$ cat src/rtl/alu_result_fifo.sv
// First-word-fall-through FIFO for ALU {result, status} words with sticky overflow and a saturating error counter.
// Define ALU_ERR_DROP_EN to count error-status pushes without storing them.
module alu_result_fifo #(
    parameter int M     = 4,
    parameter int DEPTH = 4,
    parameter int CNT_W = 8
) (
    input  logic             i_clk,
    input  logic             i_reset,
    input  logic             i_valid,
    input  logic [M-1:0]     i_result,
    input  logic [3:0]       i_status,
    output logic             o_in_ready,
    output logic             o_valid,
    input  logic             i_ready,
    output logic [M-1:0]     o_result,
    output logic [3:0]       o_status,
    output logic             o_empty,
    output logic             o_full,
    output logic             o_overflow,
    output logic [CNT_W-1:0] o_err_count
);

    localparam int AW = $clog2(DEPTH);
    localparam int CW = AW + 1;
    localparam logic [CW-1:0] FULL_CNT = CW'(DEPTH);

    logic [M+3:0]  mem [DEPTH];
    logic [AW-1:0] wr_ptr;
    logic [AW-1:0] rd_ptr;
    logic [CW-1:0] count;
    logic [M+3:0]  head;
    logic          push;
    logic          pop;
    logic          wr_en;

    assign o_empty    = (count == '0);
    assign o_full     = (count == FULL_CNT);
    assign o_in_ready = !o_full;
    assign o_valid    = !o_empty;

    assign push = i_valid && o_in_ready;
    assign pop  = o_valid && i_ready;

`ifdef ALU_ERR_DROP_EN
    assign wr_en = push && !i_status[3];
`else
    assign wr_en = push;
`endif

    // Head is read straight from storage and forced to zero while empty.
    assign head     = mem[rd_ptr];
    assign o_result = o_empty ? '0 : head[M+3:4];
    assign o_status = o_empty ? '0 : head[3:0];

    always_ff @(posedge i_clk) begin
        if (wr_en) begin
            mem[wr_ptr] <= {i_result, i_status};
        end
    end

    always_ff @(posedge i_clk or negedge i_reset) begin
        if (!i_reset) begin
            wr_ptr <= '0;
            rd_ptr <= '0;
            count  <= '0;
        end else begin
            if (wr_en) begin
                wr_ptr <= wr_ptr + AW'(1);
            end
            if (pop) begin
                rd_ptr <= rd_ptr + AW'(1);
            end
            case ({wr_en, pop})
                2'b10:   count <= count + CW'(1);
                2'b01:   count <= count - CW'(1);
                default: count <= count;
            endcase
        end
    end

    // Errors are counted on the accepted handshake, even when the entry itself is dropped.
    always_ff @(posedge i_clk or negedge i_reset) begin
        if (!i_reset) begin
            o_overflow  <= 1'b0;
            o_err_count <= '0;
        end else begin
            if (i_valid && o_full) begin
                o_overflow <= 1'b1;
            end
            if (push && i_status[3] && (o_err_count != '1)) begin
                o_err_count <= o_err_count + CNT_W'(1);
            end
        end
    end

endmodule

$ cat config.mk
export PLATFORM = sky130hd
export DESIGN_NAME = alu_result_fifo
export DESIGN_NICKNAME = d
export VERILOG_FILES = /design/src/rtl/alu_result_fifo.sv
export SDC_FILE = /design/constraint.sdc
export NUM_CORES = 1
export LEC_CHECK = 0
export ABC_AREA = 1
export BUFFER_PORTS_ARGS = -buffer_cell sky130_fd_sc_hd__buf_2
export CORE_UTILIZATION = 35
export CTS_CLUSTER_DIAMETER = 80
export DETAILED_ROUTE_END_ITERATION = 8
export GPL_TIMING_DRIVEN = 0
export SLEW_MARGIN = 20
export SYNTH_ARGS = -nofsm -noshare
export SYNTH_HDL_FRONTEND = slang
export SYNTH_SLANG_ARGS = --single-unit
$ cat constraint.sdc
create_clock -name i_clk -period 2.05 [get_ports i_clk]
set_clock_uncertainty 0.05 [all_clocks]
set_input_delay 0.3075 -clock i_clk [delete_from_list [all_inputs] [get_ports i_clk]]
set_output_delay 0.3075 -clock i_clk [all_outputs]
set_load 0.01 [all_outputs]
After elaboration in Yosys (flattened, before gate mapping)
Memory sizes are Yosys's and may differ from the RTL's.
Index checks and enable logic that the tools add are counted.
{"block": "word_totals", "ff_bits": 16, "latch_bits": 0, "ram_bits": 32, "mem_bits_ro": 0, "inputBits": 12, "out_inout_bits": 21, "word_cells": 29, "n_memories": 1}
{"memory": "mem", "depth": 4, "width": 8, "read_ports": 1, "rd_ports_with_merged_regs": 0, "wr": 1, "line": "28", "text": "logic [M+3:0] mem [DEPTH];"}
{"block": "classes", "n_addsub": 5, "mul": 0, "div": 0, "n_lt_le_gt_ge": 0, "eq_ne": 4, "shifts": 0, "mux": 5, "bitwise": 0, "n_reduce_logical": 9}
{"operator": "8-bit by 1-bit adder with 8-bit output (second input constant)", "n": 1}
{"operator": "4-bit two-way mux", "n": 2}
{"operator": "8-bit inequality test (second input constant)", "n": 1}
{"operator": "3-bit one-hot mux with 2 select lines", "n": 1}
{"operator": "1-bit logical AND", "n": 5}
{"operator": "2-bit by 1-bit adder with 2-bit output (second input constant)", "n": 2}
{"operator": "3-bit by 1-bit adder with 3-bit output (second input constant)", "n": 1}
{"operator": "3-bit equality test (second input constant)", "n": 1}
{"operator": "3-bit zero test", "n": 1}
{"operator": "3-bit by 1-bit subtractor with 3-bit output (second input constant)", "n": 1}
{"operator": "2-bit by 1-bit equality test with 1-bit output (second input constant)", "n": 1}
{"operator": "2-bit equality test (second input constant)", "n": 1}
{"operator": "1-bit zero test", "n": 2}
{"operator": "1-bit two-way mux", "n": 2}
{"operator": "2-bit nonzero test", "n": 1}

Longest topological paths before layout
Gate-level depths: netlist of the first run.
{"block": "depth", "word_depth": 5, "depth_mapped": 10, "depth_no_buf": 10}

Least setup slack after synthesis of the first run
No wires, ideal clock.
{"block": "synth_timing", "path_type": "register to register", "start": "register count[0]", "end": "register count[2]", "setup_time_ns": 0.131, "t_arrival_ns": 1.735, "required_ns": 1.869, "path_slack_ns": 0.134, "path_stages_with_launch": 10, "path_buffers": 0, "period_less_slack_ns": 1.916, "cell_sequence": "dfrtp_1 > nor2_4 > nand2_4 > nand2_2 > ha_1 > inv_1 > fa_1 > a21oi_1 > o21ai_0 > xor2_1"}
{"block": "synth_via", "elab_chain_len": 5, "elab_cells_between_ends": 12, "cone_classes": "2 x add/sub; 3 x eq/ne; 1 x mux; 6 x reduce/logical"}
{"item": "start, declared", "line": "31", "text": "logic [CW-1:0] count;"}
{"item": "start signal, assigned", "line": "75", "text": "2'b10: count <= count + CW'(1);"}
{"item": "start signal, assigned", "line": "76", "text": "2'b01: count <= count - CW'(1);"}
{"item": "start signal, assigned", "line": "77", "text": "default: count <= count;"}
{"item": "3-bit equality test (*)", "line": "38", "text": "assign o_full = (count == FULL_CNT);"}
{"item": "1-bit zero test (*)", "line": "39", "text": "assign o_in_ready = !o_full;"}
{"item": "via o_in_ready", "line": "13", "text": "output logic o_in_ready,"}
{"item": "1-bit logical AND (*)", "line": "42", "text": "assign push = i_valid && o_in_ready;"}
{"item": "2-bit by 1-bit equality test with 1-bit output / 2-bit equality test (equally long branches)", "line": "74", "text": "case ({wr_en, pop})"}
{"item": "3-bit one-hot mux with 2 select lines / 2-bit nonzero test (equally long branches)"}
Mark *: on every way through the listed nets, which the timed path passes. The rest lies on a longest branch.
A chain may end at the register's enable or synchronous reset.

Final worst setup path of the first run
{"block": "layout_timing", "start": "register count[0]", "end": "register count[2]"}
{"block": "layout_via", "elab_chain_len": 5, "elab_cells_between_ends": 12, "cone_classes": "2 x add/sub; 3 x eq/ne; 1 x mux; 6 x reduce/logical"}
{"item": "3-bit zero test (*)", "line": "37", "text": "assign o_empty = (count == '0);"}
{"item": "1-bit zero test (*)", "line": "40", "text": "assign o_valid = !o_empty;"}
{"item": "1-bit logical AND (*)", "line": "43", "text": "assign pop = o_valid && i_ready;"}
{"item": "via pop", "line": "34", "text": "logic pop;"}
{"item": "2-bit by 1-bit equality test with 1-bit output / 2-bit equality test (equally long branches)", "line": "74"}
{"item": "3-bit one-hot mux with 2 select lines / 2-bit nonzero test (equally long branches)"}
Marked as above.

==> impl_metrics.xml, run 1 <==
<?xml version="1.0" encoding="UTF-8"?>
<metrics>
  <group name="floorplanning">
    <metric name="coreArea" unit="um^2">6060</metric>
    <metric name="ios" unit="">33</metric>
    <metric name="row_count" unit="">28</metric>
    <metric name="chipHeight" unit="um">82.3</metric>
    <metric name="floorplan.initialDensity" unit="%">37.3</metric>
    <metric name="die_x" unit="um">82.3</metric>
    <metric name="floorplan.die_area" unit="um^2">6780</metric>
  </group>
  <group name="layout">
    <metric name="multi_input_area" unit="um^2">795</metric>
    <metric name="sequential_cell_area" unit="um^2">1360</metric>
    <metric name="finish.instance_area" unit="um^2">2670</metric>
    <metric name="syn_to_final_growth" unit="%">18.1</metric>
    <metric name="layout-drive-gt1-share" unit="%">24.3</metric>
    <metric name="number_of_diodes_added_for_antenna_fixing" unit="">0</metric>
    <metric name="design.final.nets" unit="">286</metric>
    <metric name="num-fill-cells" unit="">599</metric>
  </group>
  <group name="grt">
    <metric name="first_global_vias" unit="">1442</metric>
    <metric name="grt_antenna_before_repair" unit="">0</metric>
    <metric name="grt.busiest_layer" unit="">met2</metric>
    <metric name="maximum_number_of_pins_on_one_net_before_global_route_repair" unit="">17</metric>
    <metric name="gr-total-overflow" unit="">0</metric>
    <metric name="grt_pass1_wl" unit="um">6760</metric>
    <metric name="global_route.usage.met3" unit="%">3.30</metric>
    <metric name="grt_util_met2" unit="%">23.7</metric>
    <metric name="gr-usage-all-layers" unit="%">13.7</metric>
    <metric name="groute.layer.met1.usage" unit="%">17.2</metric>
  </group>
  <group name="logic_synthesis">
    <metric name="postSynthRegisterBits" unit="">48</metric>
    <metric name="netlist-cell-type-count" unit="">25</metric>
    <metric name="synth_top_area_cell" unit="">edfxtp_1</metric>
    <metric name="syn_inst" unit="">224</metric>
    <metric name="synth.top_cell.area_share" unit="%">42.5</metric>
    <metric name="synth-simple-area-share" unit="%">20.8</metric>
    <metric name="synth-xor-area-share" unit="%">1.55</metric>
    <metric name="post_synth_fa_ha_maj_area_fraction" unit="%">4.21</metric>
    <metric name="yosys-top-cells-area" unit="">edfxtp_1, dfrtp_1, nor2_1</metric>
    <metric name="ys_warn_count" unit="">0</metric>
    <metric name="synthesis.nets" unit="">243</metric>
    <metric name="synth.avg_cell_area" unit="um^2">10.1</metric>
    <metric name="synth-compound-area-share" unit="%">7.92</metric>
    <metric name="synth_top_family_by_area" unit="">simple AND/OR/NAND/NOR gates</metric>
    <metric name="mappedNetlistArea" unit="um^2">2260</metric>
    <metric name="sequential_area_share_after_synthesis" unit="%">60.3</metric>
    <metric name="synth.area.mux_share" unit="%">0</metric>
  </group>
  <group name="placed_design">
    <metric name="gp_congestion" unit="">0.745</metric>
    <metric name="dp.final_hpwl" unit="um">2850</metric>
    <metric name="buffer_ports.inserted" unit="">32</metric>
    <metric name="post_dp_cell_area" unit="um^2">2510</metric>
  </group>
  <group name="setup_path">
    <metric name="setup.reg_to_reg.worst_slack" unit="ns">0.10</metric>
    <metric name="critical_path.startpoint_type" unit="">register</metric>
    <metric name="critical_path.max_fanout" unit="">3</metric>
    <metric name="crit_path_end_kind" unit="">register</metric>
    <metric name="critical_path_required" unit="ns">2.17</metric>
    <metric name="critPathArrivalTime" unit="ns">2.07</metric>
    <metric name="reg2reg_to" unit="">count[2]$_DFFE_PN0P_</metric>
    <metric name="r2r-start" unit="">count[0]$_DFFE_PN0P_</metric>
    <metric name="reg2reg_depth" unit="">11</metric>
    <metric name="worst-setup-path-type" unit="">reg -&gt; reg</metric>
  </group>
  <group name="cts">
    <metric name="cts_tree" unit="">done</metric>
    <metric name="cts.sink_count" unit="">48</metric>
    <metric name="clockBufferDepth" unit="">2</metric>
    <metric name="ctsRootBufferMaster" unit="">clkbuf_8</metric>
    <metric name="cts.htree.levels" unit="">2</metric>
    <metric name="tritoncts.num_buffers" unit="">5</metric>
    <metric name="clk_pin_slew_worst_setup_hold_paths" unit="ns">0.09</metric>
    <metric name="clkLatencyLatePin" unit="ns">0.29</metric>
  </group>
  <group name="drt">
    <metric name="routedWlPerCell" unit="um">12.4</metric>
    <metric name="drt-total-wl" unit="um">4250</metric>
    <metric name="route.detailed.drc" unit="">0</metric>
    <metric name="route.antenna.remaining_nets" unit="">0</metric>
    <metric name="first_pass_iters" unit="">4</metric>
    <metric name="detailroute.via_count" unit="">1573</metric>
    <metric name="detail_route.vias_per_cell" unit="">4.59</metric>
    <metric name="drtIter0Drc" unit="">99</metric>
  </group>
  <group name="min_path">
    <metric name="min-delay-path-class" unit="">in -&gt; reg</metric>
    <metric name="timing.hold.worst_endpoint" unit="">mem[1][1]$_DFFE_PP_</metric>
    <metric name="min_delay_path_depth" unit="">1</metric>
    <metric name="worst_hold_startpoint" unit="">i_status[1]</metric>
  </group>
  <group name="timing">
    <metric name="highest_achievable_clock_rate" unit="MHz">513</metric>
    <metric name="max_slew_margin" unit="%">43.7</metric>
    <metric name="drv_slew" unit="">0</metric>
    <metric name="setup_total_negative_slack" unit="ns">0</metric>
    <metric name="timing_hold_violations_final" unit="">0</metric>
    <metric name="layout_min_cycle_time" unit="ns">1.95</metric>
    <metric name="grt_setup_unrepaired" unit="">no</metric>
    <metric name="setup-violations-final" unit="">0</metric>
    <metric name="slew_at_the_pin_closest_to_its_max_slew_limit" unit="ns">0.841</metric>
    <metric name="post_route_fraction_of_the_period_consumed_by_the_critical_path" unit="%">95.0</metric>
  </group>
  <group name="pwr">
    <metric name="leakagePower" unit="nW">1.17</metric>
    <metric name="vdd_drop_max" unit="uV">511</metric>
    <metric name="cellPowerDensity" unit="nW/um^2">1360</metric>
  </group>
  <group name="flow_run">
    <metric name="maxCapViolCount" unit="">0</metric>
  </group>
  <group name="outcome">
    <metric name="run_status" unit="">finished clean</metric>
  </group>
</metrics>
report_power, final:
part | switching, mW | leakage [nW] | total, mW | internal, mW
Combinational | 0.936 | 0.624 | 1.52 | 0.586
Sequential | 0.151 | 0.492 | 1.44 | 1.29
Clock | 0.305 | 0.0552 | 0.667 | 0.362
Total | 1.39 | 1.17 | 3.63 | 2.24
Yosys cell counts:
master,n
clkinv_1,1
nor2_1,43
xnor2_1,1
o21ai_1,10
inv_1,17
o21ai_0,12
nor2_4,3
nand3_1,8
nand2_2,4
dfrtp_1,16
nor2_2,1
buf_2,1
a21oi_4,1
buf_4,3
a21oi_1,9
inv_2,6
edfxtp_1,32
fa_1,1
nand3_2,1
nand2_4,2
xor2_1,3
o21bai_1,1
nand2_1,41
ha_1,6
nand3_4,1
cells in the final DEF, fill, tap and decap left out, types with 3 or more instances in the layout:
cell / n
ha_1: 6
o21ai_0: 12
a21oi_1: 9
clkbuf_8: 5
nand2_4: 5
edfxtp_1: 32
buf_2: 33
buf_4: 6
nor2_4: 3
inv_1: 17
inv_2: 6
dfrtp_1: 16
nor2_1: 43
o21ai_1: 10
nand2_1: 41
nand3_1: 8
xor2_1: 3
flip-flops by register name, indices dropped and copies added, names as in the netlist:
| register | flops |
|---|---|
| mem | 32 |
| o_err_count | 8 |
| rd_ptr | 2 |
| o_overflow | 1 |
| wr_ptr | 2 |
| count | 3 |
layer usage:
metal	vias to the layer above	wire length [um]	part of all wire [%]
met2	24	2120	50
met4	0	23	0.54
met5	-	0	0
met3	2	133	3.1
met1	735	1980	46
li1	812	-	-
per-stage QoR:
stage	power [mW]	hold WS [ns]	setup slack, ns	util, %	std cells
2_1_floorplan	2.45	-0.0381	0.134	-	224
3_3_place_gp	2.90	0.207	0.0408	41.5	331
3_5_place_dp	2.94	0.205	0.0117	41.5	331
4_1_cts	3.60	0.171	0.00822	43.4	340
5_1_grt	3.93	0.176	0.00299	44.0	343
6_report	3.63	0.175	0.102	44.0	343
kinds of logic (layout without fill, tap and decap cells):
family,Yosys count,count (layout)
adders and majority gates,7,7
buffers and inverters,28,72
and+or+nand+nor,104,104
DFF,48,48
AOI/OAI and AO/OA,33,33
xor gates and xnor gates,4,4
worst max-delay path, stage by stage (launching register included):
cell,delay [ns]
dfrtp_1,0.41
nor2_4,0.07
buf_4,0.14
nand2_4,0.07
nand2_4,0.06
inv_2,0.06
ha_1,0.13
inv_1,0.06
fa_1,0.38
a21oi_1,0.14
o21ai_0,0.10
xor2_1,0.15
cell type report:
class	instances	share of cell area (%)
flip-flops and latches	48	51.0
multi-input cells	148	29.8
repair buffers	36	7.22
well taps	75	3.52
inverters	24	3.38
clock buffers	6	2.72
clock inverters	2	1.31
plain buffers	4	1.03
worst max-delay path by stage:
| stage | from | to | slack [ns] | depth (start not counted) |
|---|---|---|---|---|
| floorplan | count[0]$_DFFE_PN0P_ | count[2]$_DFFE_PN0P_ | 0.13 | 9 |
| global placement | count[0]$_DFFE_PN0P_ | count[2]$_DFFE_PN0P_ | 0.04 | 9 |
| detailed placement | count[0]$_DFFE_PN0P_ | count[2]$_DFFE_PN0P_ | 0.01 | 9 |
| CTS | count[1]$_DFFE_PN0P_ | count[2]$_DFFE_PN0P_ | 0.008 | 9 |
| global route | count[1]$_DFFE_PN0P_ | count[2]$_DFFE_PN0P_ | 0.003 | 11 |
| finish | count[0]$_DFFE_PN0P_ | count[2]$_DFFE_PN0P_ | 0.10 | 11 |
what timing repair did:
| item | 4_1_cts | 5_1_grt |
|---|---|---|
| buffers inserted | 0 | 3 |
| hold buffers | 1 | 0 |
| resized for setup | 0 | 3 |
| setup endpoints to repair | 1 | 1 |
| hold endpoints to repair | 16 | 0 |
| pin swaps | 1 | 1 |
Note: power is estimated with default switching activity, not from simulation.
==> run 2, diff against run 1 <==
==> constraint.sdc (replaced) <==
create_clock -name i_clk -period 2.3 [get_ports i_clk]
set_clock_uncertainty 0.05 [all_clocks]
set_input_delay 0.345 -clock i_clk [delete_from_list [all_inputs] [get_ports i_clk]]
set_output_delay 0.345 -clock i_clk [all_outputs]
set_load 0.01 [all_outputs]
==> run 2 against run 1 <==
Cell count decreased by 0.87%. Fmax decreased by 4.5%. Setup slack improved by 0.16 ns. Total power decreased by 13%. Critical endpoint unchanged.
==> impl_metrics.xml, run 2 (synthesis gave the netlist of run 1 again) <==
<?xml version="1.0" encoding="UTF-8"?>
<metrics>
  <group name="layout">
    <metric name="finish.instance_area" unit="um^2">2630</metric>
    <metric name="multi_input_area" unit="um^2">779</metric>
    <metric name="design.final.nets" unit="">283</metric>
    <metric name="syn_to_final_growth" unit="%">16.5</metric>
    <metric name="leading_cell_type_in_the_layout_fill_and_taps_excluded" unit="">nor2_1</metric>
    <metric name="number_of_diodes_added_for_antenna_fixing" unit="">0</metric>
    <metric name="reg_top3" unit="">mem: 32 flops, o_err_count: 8 flops, count: 3 flops</metric>
    <metric name="layout-drive-gt1-share" unit="%">23.4</metric>
    <metric name="sequential_cell_area" unit="um^2">1360</metric>
    <metric name="num-fill-cells" unit="">599</metric>
    <metric name="largest_register_ffs" unit="">32</metric>
    <metric name="regMostFlops" unit="">mem</metric>
    <metric name="most-common-layout-cells" unit="">nor2_1, nand2_1, buf_2, edfxtp_1, inv_1</metric>
  </group>
  <group name="grt">
    <metric name="gr-total-overflow" unit="">0</metric>
    <metric name="first_global_vias" unit="">1442</metric>
    <metric name="maximum_number_of_pins_on_one_net_before_global_route_repair" unit="">17</metric>
    <metric name="gr-usage-all-layers" unit="%">13.7</metric>
    <metric name="grt_antenna_before_repair" unit="">0</metric>
    <metric name="grt_pass1_wl" unit="um">6760</metric>
  </group>
  <group name="drt">
    <metric name="route.detailed.drc" unit="">0</metric>
    <metric name="route.antenna.remaining_nets" unit="">0</metric>
    <metric name="first_pass_iters" unit="">4</metric>
    <metric name="drtIter0Drc" unit="">80</metric>
    <metric name="detail_route.vias_per_cell" unit="">4.62</metric>
    <metric name="drt-total-wl" unit="um">4230</metric>
    <metric name="detailroute.via_count" unit="">1571</metric>
    <metric name="routedWlPerCell" unit="um">12.4</metric>
  </group>
  <group name="floorplanning">
    <metric name="die_x" unit="um">82.3</metric>
    <metric name="floorplan.initialDensity" unit="%">37.3</metric>
    <metric name="chipHeight" unit="um">82.3</metric>
    <metric name="coreArea" unit="um^2">6060</metric>
    <metric name="floorplan.die_area" unit="um^2">6780</metric>
    <metric name="ios" unit="">33</metric>
    <metric name="row_count" unit="">28</metric>
  </group>
  <group name="timing">
    <metric name="max_slew_margin" unit="%">45.2</metric>
    <metric name="highest_achievable_clock_rate" unit="MHz">490</metric>
    <metric name="post_route_fraction_of_the_period_consumed_by_the_critical_path" unit="%">88.7</metric>
    <metric name="timing_hold_violations_final" unit="">0</metric>
    <metric name="slew_at_the_pin_closest_to_its_max_slew_limit" unit="ns">0.819</metric>
    <metric name="drv_slew" unit="">0</metric>
    <metric name="setup_total_negative_slack" unit="ns">0</metric>
    <metric name="grt_setup_unrepaired" unit="">no</metric>
    <metric name="setup-violations-final" unit="">0</metric>
    <metric name="layout_min_cycle_time" unit="ns">2.04</metric>
  </group>
  <group name="pwr">
    <metric name="power.internal" unit="mW">1.96</metric>
    <metric name="switching_share" unit="%">38.4</metric>
    <metric name="p_comb_share" unit="%">40.8</metric>
    <metric name="clock_power_share" unit="%">18.6</metric>
    <metric name="cellPowerDensity" unit="nW/um^2">1210</metric>
    <metric name="switching_power" unit="mW">1.22</metric>
    <metric name="total_power" unit="mW">3.18</metric>
    <metric name="leakagePower" unit="nW">1.15</metric>
    <metric name="vdd_drop_max" unit="uV">456</metric>
    <metric name="seq_power_share" unit="%">40.6</metric>
  </group>
  <group name="setup_path">
    <metric name="worst-setup-path-type" unit="">reg -&gt; reg</metric>
    <metric name="cp_slowest_cell" unit="">dfrtp_1</metric>
    <metric name="crit_path_end_kind" unit="">register</metric>
    <metric name="worstPathCellList" unit="">nor2_4 &gt; nand2_4 &gt; nand2_2 &gt; ha_1 &gt; inv_1 &gt; fa_1 &gt; a21oi_1 &gt; o21ai_0 &gt; xor2_1</metric>
    <metric name="critical_path.max_fanout" unit="">6</metric>
    <metric name="critical_path.startpoint_type" unit="">register</metric>
    <metric name="max_stage_delay" unit="ns">0.43</metric>
    <metric name="critical_path_required" unit="ns">2.42</metric>
    <metric name="reg2reg_depth" unit="">9</metric>
    <metric name="critPathArrivalTime" unit="ns">2.16</metric>
  </group>
  <group name="placed_design">
    <metric name="post_dp_cell_area" unit="um^2">2510</metric>
    <metric name="buffer_ports.inserted" unit="">32</metric>
    <metric name="dp.final_hpwl" unit="um">2850</metric>
    <metric name="gp_congestion" unit="">0.745</metric>
  </group>
  <group name="outcome">
    <metric name="run_status" unit="">finished clean</metric>
  </group>
  <group name="cts">
    <metric name="tritoncts.num_buffers" unit="">5</metric>
    <metric name="cts.sink_count" unit="">48</metric>
    <metric name="cts.htree.levels" unit="">2</metric>
    <metric name="cts-resized-gates" unit="">0</metric>
    <metric name="post_cts_hold_buffers" unit="">1</metric>
    <metric name="ctsRootBufferMaster" unit="">clkbuf_8</metric>
    <metric name="post_cts_setup_bufs" unit="">0</metric>
    <metric name="clkLatencyLatePin" unit="ns">0.29</metric>
    <metric name="clockBufferDepth" unit="">2</metric>
    <metric name="clk_pin_slew_worst_setup_hold_paths" unit="ns">0.09</metric>
    <metric name="cts_tree" unit="">done</metric>
  </group>
  <group name="min_path">
    <metric name="min_delay_path_depth" unit="">1</metric>
    <metric name="min-delay-path-class" unit="">in -&gt; reg</metric>
  </group>
  <group name="flow_run">
    <metric name="maxCapViolCount" unit="">0</metric>
  </group>
</metrics>
## run 2: changes by cell type in the layout (fill, tap and decap cells not counted)
cell,before,now
buf_4,6,3
nand2_2,1,4
nand2_4,5,2
## run 2: per-stage QoR
step                      util (%)  setup WS, ns  std cells  hold WS (ns)
final                         43.4         0.259        340         0.215
after global routing          43.4         0.146        340         0.213
after CTS                     43.4         0.245        340         0.208
after detailed placement      41.5         0.262        331         0.243
after global placement        41.5         0.291        331         0.245
after floorplan                  -         0.384        224     -0.000591
## run 2: worst paths after layout
path,start,slack [ns],end
max reg2reg,count[0]$_DFFE_PN0P_,0.26,count[2]$_DFFE_PN0P_
min reg2reg,o_overflow$_DFFE_PN0P_,0.44,o_overflow$_DFFE_PN0P_
max in group asynchronous,i_reset,1.48,rd_ptr[0]$_DFFE_PN0P_
max,count[0]$_DFFE_PN0P_,0.26,count[2]$_DFFE_PN0P_
min in group asynchronous,i_reset,0.44,o_err_count[4]$_DFFE_PN0P_
min,i_status[1],0.22,mem[1][1]$_DFFE_PP_
## run 2: power by group through the flow
stage / combinational (mW) / clock, mW / sequential (mW)
after floorplan: 0.883 / 0 / 1.30
after global placement: 1.28 / 0 / 1.30
after detailed placement: 1.31 / 0 / 1.31
after CTS: 1.32 / 0.603 / 1.29
after global routing: 1.49 / 0.635 / 1.31
final: 1.30 / 0.592 / 1.29
## run 2: layer usage
metal,GRT usage [%],part of all wire [%]
met1,17.2,45
met2,23.7,50
met3,3.30,4.4
met4,3.16,0.80
met5,0,0
## run 2: final cells by class
type / instances / area share (%)
flip-flops and latches: 48 / 51.8
multi-input cells: 148 / 29.6
repair buffers: 33 / 6.47
well taps: 75 / 3.57
inverters: 24 / 3.43
clock buffers: 6 / 2.76
clock inverters: 2 / 1.33
plain buffers: 4 / 1.05
## run 2: worst max-delay path: cells and delay by family (launching register included)
kind,cells,cell delay (ns)
xor+xnor,1,0.16
flops,1,0.43
fa+ha+maj,2,0.54
buf+inv,1,0.06
simple gates,3,0.44
compound gates,2,0.24
